--- config.mk ---
export PLATFORM = sky130hd
export DESIGN_NAME = section_razor_ctrl
export DESIGN_NICKNAME = d
export VERILOG_FILES = /design/src/rtl/section_razor_ctrl.sv
export SDC_FILE = /design/constraint.sdc
export NUM_CORES = 1
export LEC_CHECK = 0
export BUFFER_PORTS_ARGS = -buffer_cell sky130_fd_sc_hd__buf_2
export CAP_MARGIN = 20
export CORE_ASPECT_RATIO = 2
export CORE_MARGIN = 2
export CORE_UTILIZATION = 60
export DETAILED_ROUTE_END_ITERATION = 12
export PLACE_DENSITY = 0.85
export SETUP_SLACK_MARGIN = 0.15
export SLEW_MARGIN = 30
export SYNTH_ARGS = -nofsm -noshare
export SYNTH_HDL_FRONTEND = slang
export SYNTH_SLANG_ARGS = --single-unit
--- constraint.sdc ---
create_clock -name Clock -period 5.6 [get_ports Clock]
set_input_delay 1.68 -clock Clock [delete_from_list [all_inputs] [get_ports Clock]]
set_output_delay 1.68 -clock Clock [all_outputs]
set_load 0.05 [all_outputs]
--- src/rtl/section_razor_ctrl.sv ---
// Frame sequencer for a chain of razor-protected decoder sections.
// Issues symbols, flushes the pipeline, and recovers from razor errors by stall-and-replay.
module section_razor_ctrl #(
  parameter int unsigned NSEC      = 8,
  parameter int unsigned L_W       = 10,
  parameter int unsigned STALL_CYC = 2,
  parameter int unsigned ERR_W     = 8
) (
  input  logic             Clock,
  input  logic             nReset,
  input  logic             start,
  input  logic [L_W-1:0]   frame_len,
  input  logic [NSEC-1:0]  Error_in,
  output logic             advance,
  output logic             sym_valid,
  output logic [L_W-1:0]   sym_idx,
  output logic             busy,
  output logic             done,
  output logic [ERR_W-1:0] err_count,
  output logic             err_flag
);

  localparam int unsigned F_W = $clog2(NSEC + 1);
  localparam int unsigned S_W = $clog2(STALL_CYC + 1);

  localparam logic [F_W-1:0]   FCNT_LAST = F_W'(NSEC - 1);
  localparam logic [F_W-1:0]   F_ONE     = F_W'(1);
  localparam logic [S_W-1:0]   SCNT_INIT = S_W'(STALL_CYC - 1);
  localparam logic [S_W-1:0]   S_ONE     = S_W'(1);
  localparam logic [L_W-1:0]   L_ONE     = L_W'(1);
  localparam logic [ERR_W-1:0] E_ONE     = ERR_W'(1);

  typedef enum logic [2:0] {
    IDLE  = 3'd0,
    RUN   = 3'd1,
    STALL = 3'd2,
    FLUSH = 3'd3,
    DONE  = 3'd4
  } state_t;

  state_t           state, state_nxt;
  state_t           ret_state, ret_state_nxt;
  logic [L_W-1:0]   len_q, len_nxt;
  logic [L_W-1:0]   sym_idx_nxt;
  logic [F_W-1:0]   fcnt, fcnt_nxt;
  logic [S_W-1:0]   scnt, scnt_nxt;
  logic [ERR_W-1:0] err_count_nxt;
  logic             err_flag_nxt;
  logic             err;

  assign err = |Error_in;

  // Outputs are pure decodes of the registered state: no path from Error_in.
  assign advance   = (state == RUN) || (state == FLUSH);
  assign sym_valid = (state == RUN);
  assign busy      = (state != IDLE);
  assign done      = (state == DONE);

  always_ff @(posedge Clock or negedge nReset) begin
    if (!nReset) begin
      state     <= IDLE;
      ret_state <= RUN;
      len_q     <= '0;
      sym_idx   <= '0;
      fcnt      <= '0;
      scnt      <= '0;
      err_count <= '0;
      err_flag  <= 1'b0;
    end else begin
      state     <= state_nxt;
      ret_state <= ret_state_nxt;
      len_q     <= len_nxt;
      sym_idx   <= sym_idx_nxt;
      fcnt      <= fcnt_nxt;
      scnt      <= scnt_nxt;
      err_count <= err_count_nxt;
      err_flag  <= err_flag_nxt;
    end
  end

  always_comb begin
    state_nxt     = state;
    ret_state_nxt = ret_state;
    len_nxt       = len_q;
    sym_idx_nxt   = sym_idx;
    fcnt_nxt      = fcnt;
    scnt_nxt      = scnt;
    err_count_nxt = err_count;
    err_flag_nxt  = err_flag;

    unique case (state)
      IDLE: begin
        if (start) begin
          len_nxt       = frame_len;
          sym_idx_nxt   = '0;
          err_count_nxt = '0;
          err_flag_nxt  = 1'b0;
          state_nxt     = (frame_len == '0) ? DONE : RUN;
        end
      end

      RUN: begin
        if (err) begin
          state_nxt     = STALL;
          ret_state_nxt = RUN;
          scnt_nxt      = SCNT_INIT;
        end else begin
          sym_idx_nxt = sym_idx + L_ONE;
          if (sym_idx_nxt == len_q) begin
            state_nxt = FLUSH;
            fcnt_nxt  = '0;
          end
        end
      end

      STALL: begin
        if (scnt == '0) begin
          state_nxt = ret_state;
        end else begin
          scnt_nxt = scnt - S_ONE;
        end
      end

      FLUSH: begin
        if (err) begin
          state_nxt     = STALL;
          ret_state_nxt = FLUSH;
          scnt_nxt      = SCNT_INIT;
        end else if (fcnt == FCNT_LAST) begin
          state_nxt = DONE;
        end else begin
          fcnt_nxt = fcnt + F_ONE;
        end
      end

      DONE: begin
        state_nxt = IDLE;
      end

      default: begin
        state_nxt = IDLE;
      end
    endcase

    // Errors only count while the sections are actually clocked.
    if (advance && err) begin
      err_flag_nxt = 1'b1;
      if (err_count != '1) begin
        err_count_nxt = err_count + E_ONE;
      end
    end
  end

endmodule

==> qor.txt, run 1 <==
Max Cap Violations = 0
Syn Nets = 302
Hold crit path type = reg -> reg
Crit-path slowest cell = nand2_1
Final setup viols = 0
Crit share post-route = 0.5772
Avg Inst Size Synth = 8.573 um2
Minimum clock period = 3.232 ns
Reg2reg end = fcnt[3]$_DFFE_PN0P_
Routed vias = 2166
Clock transition at path regs = 0.07 ns
Die width = 48.49 um
Gr usage total = 0.2660
Final count of hold timing violations = 0
DR WL/cell = 14.61 um
# rows = 32
Drt pass-1 iters = 5
Routed Wire Length = 5.375 mm
Grt ovf = 0
Slew HR = 0.4906
Clock tree buffer depth = 2
Synth top area cells = dfrtp_1 41%, nand2_1 10%, nand3_1 3.8%
GP Congestion = 0.9219
Number of diodes = 0
WP data required = 5.76 ns
Number of global-route vias before repair = 2147
Async set or reset register ratio after synthesis = 1.000
DP HPWL = 4.064 mm
Vias per cell = 5.886
Area delta synth->final = 12.54%
Register area share after synthesis = 0.4110
Post-CTS resize count = 0
Final net count = 341
WP buf/inv = 1
Root Driver = clkbuf_8
CTS Sinks = 39
Setup Buffers After CTS = 0
Worst-Skew Late Latency = 0.28 ns
Die footprint = 0.004508 mm2
Layout cells sized above 1 = 0.2019
Dominant synthesized flop cell = dfrtp_1
R2R Path Start = sym_idx[0]$_DFFE_PN0P_
Post-synthesis register bit count = 39
Syn Inst Count = 277
Worst R2R Setup Slack = 3.15 ns
Yosys cell types = 51
R2R depth = 7
Post-synth top area share = 0.4110
Critical Path AT = 3.39 ns
CTS tree = built
Ys Warns = 0
Post-synth EDFFs = 0
Initial Util = 0.6178
CTS Hold Bufs = 0
Worst slew pin tran = 0.7448 ns
Post-Route Utilization = 0.6953
First-pass GRT wire length = 9.363 mm
Outcome = complete, no violations
Top-Level Pins = 44
Leakage = 0.001259 uW
Top Family by Delay on Critical Path = simple AND/OR/NAND/NOR gates
Antenna-violating nets left = 0
Initial DRC Count = 31
Final clock skew = 0.007755 ns
Initial antenna violation count = 0
Hold path start = scnt[0]$_DFFE_PN0P_
CTS HTree Levels = 2
Hold path depth = 1
Hold_ws = 0.4794 ns
Leading area contributor after synthesis = dfrtp_1
Core Area = 0.003844 mm2
Crit-path cells = buf_2 -> nor4_1 -> and2_1 -> nand2_1 -> nand2_1 -> o21ai_0 -> nand2_1 -> o41ai_1
Startpoint types = input port
Hold EP = scnt[0]$_DFFE_PN0P_
Crit path largest cell delay = 0.35 ns
Most frequent CP cell = nand2_1
RSZ-0062 raised after global routing = no
Port-buffer cells = 43
Final Max Slew Viols = 0
VDD IR max = 356.6 uV
Mapped Area = 0.002375 mm2
Setup TNS = 0 ns
Power Dens Cells = 411.7 mW/mm2
Critical path class = in -> reg
CP Capture Type = flip-flop
Inserted Clock Buffers = 5
Crit path max fanout = 17
# DRC = 0
Pin count of the biggest net entering global routing = 40
Maximum clock rate = 0.3094 GHz
Die height = 92.97 um
[power by group]
group	switching [uW]	total [uW]	internal, uW
Combinational	316	474	157
Clock	91.1	179	87.4
Sequential	94.2	448	354
Total	502	1100	599
[worst register-to-register path: cells and delay by family, from the launching register on]
family | cells | cell delay [ns]
AOI/OAI and AO/OA | 4 | 0.99
adders and majority gates | 1 | 0.36
DFF | 1 | 0.50
and+or+nand+nor | 2 | 0.47
[kinds of logic (layout without fill, tap and decap cells)]
family	Yosys count	count (layout)	share of synthesized area
AOI/OAI and AO/OA	60	60	0.1712
xor gates and xnor gates	14	14	0.05480
adders and majority gates	4	4	0.02108
buffers and inverters	20	60	0.04162
DFF	39	39	0.4110
muxes	4	4	0.01897
and+or+nand+nor	136	136	0.2813
[worst max-delay path by stage]
stage / start / to / cells after the start
CTS: Error_in[5] / sym_idx[2]$_DFFE_PN0P_ / 8
global placement: Error_in[1] / sym_idx[7]$_DFFE_PN0P_ / 8
finish: Error_in[1] / sym_idx[8]$_DFFE_PN0P_ / 8
detailed placement: Error_in[1] / sym_idx[2]$_DFFE_PN0P_ / 8
global route: Error_in[5] / sym_idx[2]$_DFFE_PN0P_ / 8
floorplan: state[1]$_DFFE_PN0P_ / done / 3
[final cells by class]
class                           instances  area [um2]
Sequential cell                        39       975.9
Clock buffer                            7       76.32
Tap cell                               51       63.81
Inverter                                9       33.78
Multi-Input combinational cell        218        1300
Timing Repair Buffer                   43       217.7
Fill cell                             336        1171
Clock inverter                          1       5.005
[synth_stat cells (6+ instances only)]
cell,count
a21oi_1,7
dfrtp_1,39
inv_1,8
nand2_1,64
nand3_1,18
nor2_1,16
nor3_1,8
nor4_1,6
o21ai_0,14
o21ai_1,14
xnor2_1,7
xor2_1,6
[registers in the layout, indices dropped and copies added, names as in the netlist]
register and cells:
err_count 8, err_flag 1, fcnt 4, len_q 10, ret_state 1, scnt 2
state 3, sym_idx 10
[through the flow]
step                worst slack (ns)  cells  area, um2  total power [uW]
detailed placement             2.096    360       2589             923.6
global route                   2.119    368       2673              1184
finish                         2.368    368       2673              1100
floorplan                      2.049    277       2375             809.2
CTS                            2.393    368       2670              1104
global placement               2.142    360       2589             906.8
[placed cells by master (no fill, tap or decap), types with 8 or more instances in the layout]
master and n:
buf_2 42, dfrtp_1 39, inv_1 8, nand2_1 64, nand3_1 18, nor2_1 16
nor3_1 8, o21ai_0 14, o21ai_1 14
[routing by layer]
| metal | vias up | wire (um) | GRT usage |
|---|---|---|---|
| li1 | 1063 | - | - |
| met1 | 1032 | 2084 | 0.2764 |
| met2 | 61 | 2969 | 0.5012 |
| met3 | 10 | 173 | 0.04313 |
| met4 | 0 | 148 | 0.1405 |
| met5 | - | 0 | 0 |
(Power assumes the default switching activity.)
==> run 2: changes to the inputs <==
Settings changed: CORE_UTILIZATION 60 to 55, PLACE_DENSITY 0.85 to 0.79.
Clock period 5.6 ns to 3.05 ns, I/O delays scaled along.
==> qor.txt, run 2 (synthesis gave the netlist of run 1 again) <==
Outcome = complete, no violations
Max Cap Violations = 0
Top Family by Delay on Critical Path = compound AO/OA/AOI/OAI gates
FILL cells = 394
Final setup viols = 0
# DRC = 0
Critical Path AT = 2.66 ns
Slew HR = 0.4090
WP buf/inv = 0
Setup Buffers After CTS = 0
FF/Latch Area = 975.9 um2
Post-CTS resize count = 0
Vias per cell = 5.922
Power Dens Cells = 766.7 mW/mm2
Initial DRC Count = 48
Worst slew pin tran = 0.8866 ns
Final count of hold timing violations = 0
# rows = 33
Sw Ratio = 0.4567
Final net count = 345
CTS Sinks = 39
Power Internal = 1128 uW
CTS Hold Bufs = 0
Crit share post-route = 0.8211
Port-buffer cells = 43
Hold_ws = 0.4854 ns
Share of power burned in registers = 0.394
Setup TNS = 0 ns
Startpoint types = flip-flop
Fin area = 0.002708 mm2
Top-Level Pins = 44
Routed vias = 2203
Gr usage total = 0.2545
Crit-path cells = ha_1 -> and3_1 -> xnor2_1 -> a21oi_1 -> a21oi_1 -> o2111ai_1 -> o2111ai_1 -> o211ai_1
Pin count of the biggest net entering global routing = 40
Logic pwr share = 0.434
Clock Power Share = 0.172
Regs by FF count = len_q: 10 flops, sym_idx: 10 flops, err_count: 8 flops
Setup WS post-layout = 0.5455 ns
Crit path max fanout = 9
Number of global-route vias before repair = 2171
Initial antenna violation count = 0
Area delta synth->final = 14.01%
DP Area = 0.002620 mm2
Die height = 96.93 um
Clock tree buffer depth = 2
Crit-path slowest cell = dfrtp_1
Most common cell after layout, fill and taps aside = nand2_1
NetSw = 948.1 uW
Leakage = 0.001281 uW
Core Area = 0.004129 mm2
RSZ-0062 raised after global routing = no
Maximum clock rate = 0.3993 GHz
Most frequent cells in the layout = 64 x nand2_1, 43 x buf_2, 39 x dfrtp_1
Initial Util = 0.5752
Die width = 50.47 um
DR WL/cell = 15.33 um
CTS HTree Levels = 2
Minimum clock period = 2.504 ns
Number of diodes = 0
Worst-Skew Late Latency = 0.29 ns
CP Capture Type = flip-flop
Die footprint = 0.004891 mm2
Critical path class = reg -> reg
Clock transition at path regs = 0.07 ns
Drt pass-1 iters = 4
DP HPWL = 4.230 mm
CTS tree = built
Crit path largest cell delay = 0.54 ns
Antenna-violating nets left = 0
Grt ovf = 0
VDD IR max = 620.2 uV
Final Max Slew Viols = 0
WP data required = 3.21 ns
Hold crit path type = reg -> reg
Footprint of the multi-input gates = 0.001300 mm2
Root Driver = clkbuf_8
Layout cells sized above 1 = 0.2156
Final clock skew = 0.007858 ns
First-pass GRT wire length = 9.673 mm
Pwr Total = 2076 uW
Routed Wire Length = 5.701 mm
DP Worst Slack = 0.4699 ns
Inserted Clock Buffers = 5
GP Congestion = 0.9373
run 2: path summary, 6_finish.rpt:
| check | slack [ns] | end | cells after the start | start |
|---|---|---|---|---|
| setup / recovery | 0.55 | fcnt[3]$_DFFE_PN0P_ | 8 | sym_idx[0]$_DFFE_PN0P_ |
| hold / removal | 0.49 | scnt[0]$_DFFE_PN0P_ | 1 | scnt[0]$_DFFE_PN0P_ |
| setup reg to reg | 0.55 | fcnt[3]$_DFFE_PN0P_ | 8 | sym_idx[0]$_DFFE_PN0P_ |
| hold reg to reg | 0.49 | scnt[0]$_DFFE_PN0P_ | 1 | scnt[0]$_DFFE_PN0P_ |
| max in group asynchronous | 1.75 | state[0]$_DFFE_PN0P_ | 1 | nReset |
| min in group asynchronous | 0.74 | sym_idx[4]$_DFFE_PN0P_ | 1 | nReset |
run 2: area by class of cell:
cell class,count,share of cell area
Clock buffer,6,0.03050
Timing Repair Buffer,47,0.09057
Inverter,9,0.01248
Multi-Input combinational cell,218,0.4801
Clock inverter,1,0.001848
Sequential cell,39,0.3604
Tap cell,52,0.02403
run 2: per-layer routing:
layer	part of all wire	vias up	global-route usage
met2	0.54	61	0.4403
met5	0	-	0
met4	0.052	0	0.1580
li1	-	1065	-
met3	0.032	24	0.02932
met1	0.38	1053	0.2853
run 2: through the flow:
step	std cells	util
finish	372	0.6558
global placement	365	0.6345
floorplan	277	-
CTS	372	0.6558
detailed placement	365	0.6345
global route	372	0.6558
run 2: power groups by stage:
stage,Combinational [uW],Clock (uW),Sequential [uW]
6_report,901,356,818
5_1_grt,995,384,841
4_1_cts,905,360,815
3_5_place_dp,894,0,824
3_3_place_gp,871,0,820
2_1_floorplan,613,0,873
==> run 3: changes to the inputs <==
Settings changed: CORE_UTILIZATION 55 to 50, PLACE_DENSITY 0.79 to 0.76.
Clock period 3.05 ns to 2.3 ns, I/O delays scaled along.
==> qor.txt, run 3 (synthesis gave the netlist of run 1 again) <==
Startpoint types = flip-flop
Die height = 101.5 um
Gr usage total = 0.2450
Final setup viols = 0
DR WL/cell = 15.24 um
Slew HR = 0.6608
Critical path class = reg -> out
Port-buffer cells = 43
WP data required = 1.61 ns
Crit-path cells = nand2b_1 -> inv_2 -> buf_4
CTS Sinks = 39
Top-Level Pins = 44
RSZ-0062 raised after global routing = yes
Regs by FF count = len_q: 10 flops, sym_idx: 10 flops, err_count: 8 flops
Maximum clock rate = 0.4673 GHz
CTS Hold Bufs = 0
Initial antenna violation count = 0
Drt pass-1 iters = 4
VDD IR max = 803.5 uV
Crit path max fanout = 9
First-pass GRT wire length = 9.804 mm
Leakage = 0.001347 uW
Routed vias = 2252
GP Congestion = 0.9143
Number of diodes = 0
Setup TNS = 0 ns
Most common cell after layout, fill and taps aside = nand2_1
Layout cells sized above 1 = 0.2793
CTS tree = built
Worst-Skew Late Latency = 0.30 ns
CP Capture Type = primary output
Pwr Total = 2964 uW
Die footprint = 0.005350 mm2
Final clock skew = 0.007523 ns
Area delta synth->final = 20.92%
Final net count = 357
Clock transition at path regs = 0.08 ns
Core Area = 0.004598 mm2
Max Cap Violations = 0
Final count of hold timing violations = 0
Routed Wire Length = 5.915 mm
Root Driver = clkbuf_8
Clock tree buffer depth = 2
DP HPWL = 4.571 mm
Number of global-route vias before repair = 2127
Crit path largest cell delay = 0.46 ns
Pin count of the biggest net entering global routing = 21
CTS HTree Levels = 2
Worst slew pin tran = 0.5049 ns
Initial Util = 0.5165
Post-Route Utilization = 0.6245
Vias per cell = 5.804
Inserted Clock Buffers = 5
Placed cell count = 380
Outcome = complete, no violations
R2R depth = 7
Power Dens Cells = 1032 mW/mm2
Die width = 52.73 um
Crit-path slowest cell = dfrtp_1
Critical Path AT = 1.45 ns
# rows = 35
Antenna-violating nets left = 0
Hold crit path type = in -> async
Setup Buffers After CTS = 0
Most frequent cells in the layout = 64 x nand2_1, 41 x buf_2, 35 x dfrtp_1
Grt ovf = 0
Initial DRC Count = 48
Crit share post-route = 0.9305
Minimum clock period = 2.140 ns
# DRC = 0
Final Max Slew Viols = 0
Post-Layout Cell Count = 388
==> run 3: cell types whose count changed in the layout (fill, tap and decap cells not counted), sizes merged <==
cell	change
buf	+12
bufinv	+1
clkbuf	-1
clkinv	+1
==> run 3: metal layers <==
| layer | part of all wire | wire length (um) | global-route usage |
|---|---|---|---|
| met1 | 0.39 | 2287 | 0.2669 |
| met2 | 0.54 | 3218 | 0.4471 |
| met3 | 0.032 | 192 | 0.02360 |
| met5 | 0 | 0 | 0 |
| met4 | 0.037 | 216 | 0.1282 |
==> run 3: cell type report <==
type | count | area, um2
Fill cell | 419 | 1727
Multi-Input combinational cell | 218 | 1335
Sequential cell | 39 | 980.9
Timing Repair Buffer | 59 | 340.3
Clock buffer | 5 | 68.82
Tap cell | 55 | 68.82
Clock inverter | 3 | 43.79
Inverter | 9 | 33.78
==> run 3: final timing paths <==
kind                                     startpoint                       end  slack (ns)
min                                          nReset      state[2]$_DFFE_PN0P_        0.33
min reg2reg                ret_state[1]$_DFFE_PN0P_  ret_state[1]$_DFFE_PN0P_        0.48
max in group asynchronous                    nReset    sym_idx[0]$_DFFE_PN0P_        1.43
max reg2reg                  sym_idx[1]$_DFFE_PN0P_       fcnt[3]$_DFFE_PN0P_        0.21
min in group Clock         ret_state[1]$_DFFE_PN0P_  ret_state[1]$_DFFE_PN0P_        0.48
max                            state[2]$_DFFE_PN0P_                   advance        0.16
==> run 3: where the power goes <==
| part | internal [uW] | switching, uW |
|---|---|---|
| logic | 481 | 852 |
| clock network | 323 | 255 |
| registers | 862 | 191 |
| total | 1670 | 1300 |
==> run 3: per-stage QoR <==
stage | instance area, um2 | hold WS (ns) | setup slack, ns
2_1_floorplan | 2395 | 0.3944 | 0.1544
3_3_place_gp | 2734 | 0.4605 | 0.1623
3_5_place_dp | 2734 | 0.4648 | 0.09308
4_1_cts | 2858 | 0.3360 | 0.1701
5_1_grt | 2872 | 0.3643 | 0.1120
6_report | 2872 | 0.3325 | 0.1598
==> run 3: critical path, delay by kind of cell, from the launching register on <==
| family | cells | cell delay, ns |
|---|---|---|
| flops | 1 | 0.46 |
| buf+inv | 2 | 0.40 |
| simple gates | 1 | 0.29 |
==> run 3: what timing repair did <==
action / CTS / global route
pin swaps: 1 / 0
cloned: 0 / 0
gates resized for setup: 3 / 2
setup endpoints to repair: 3 / 10
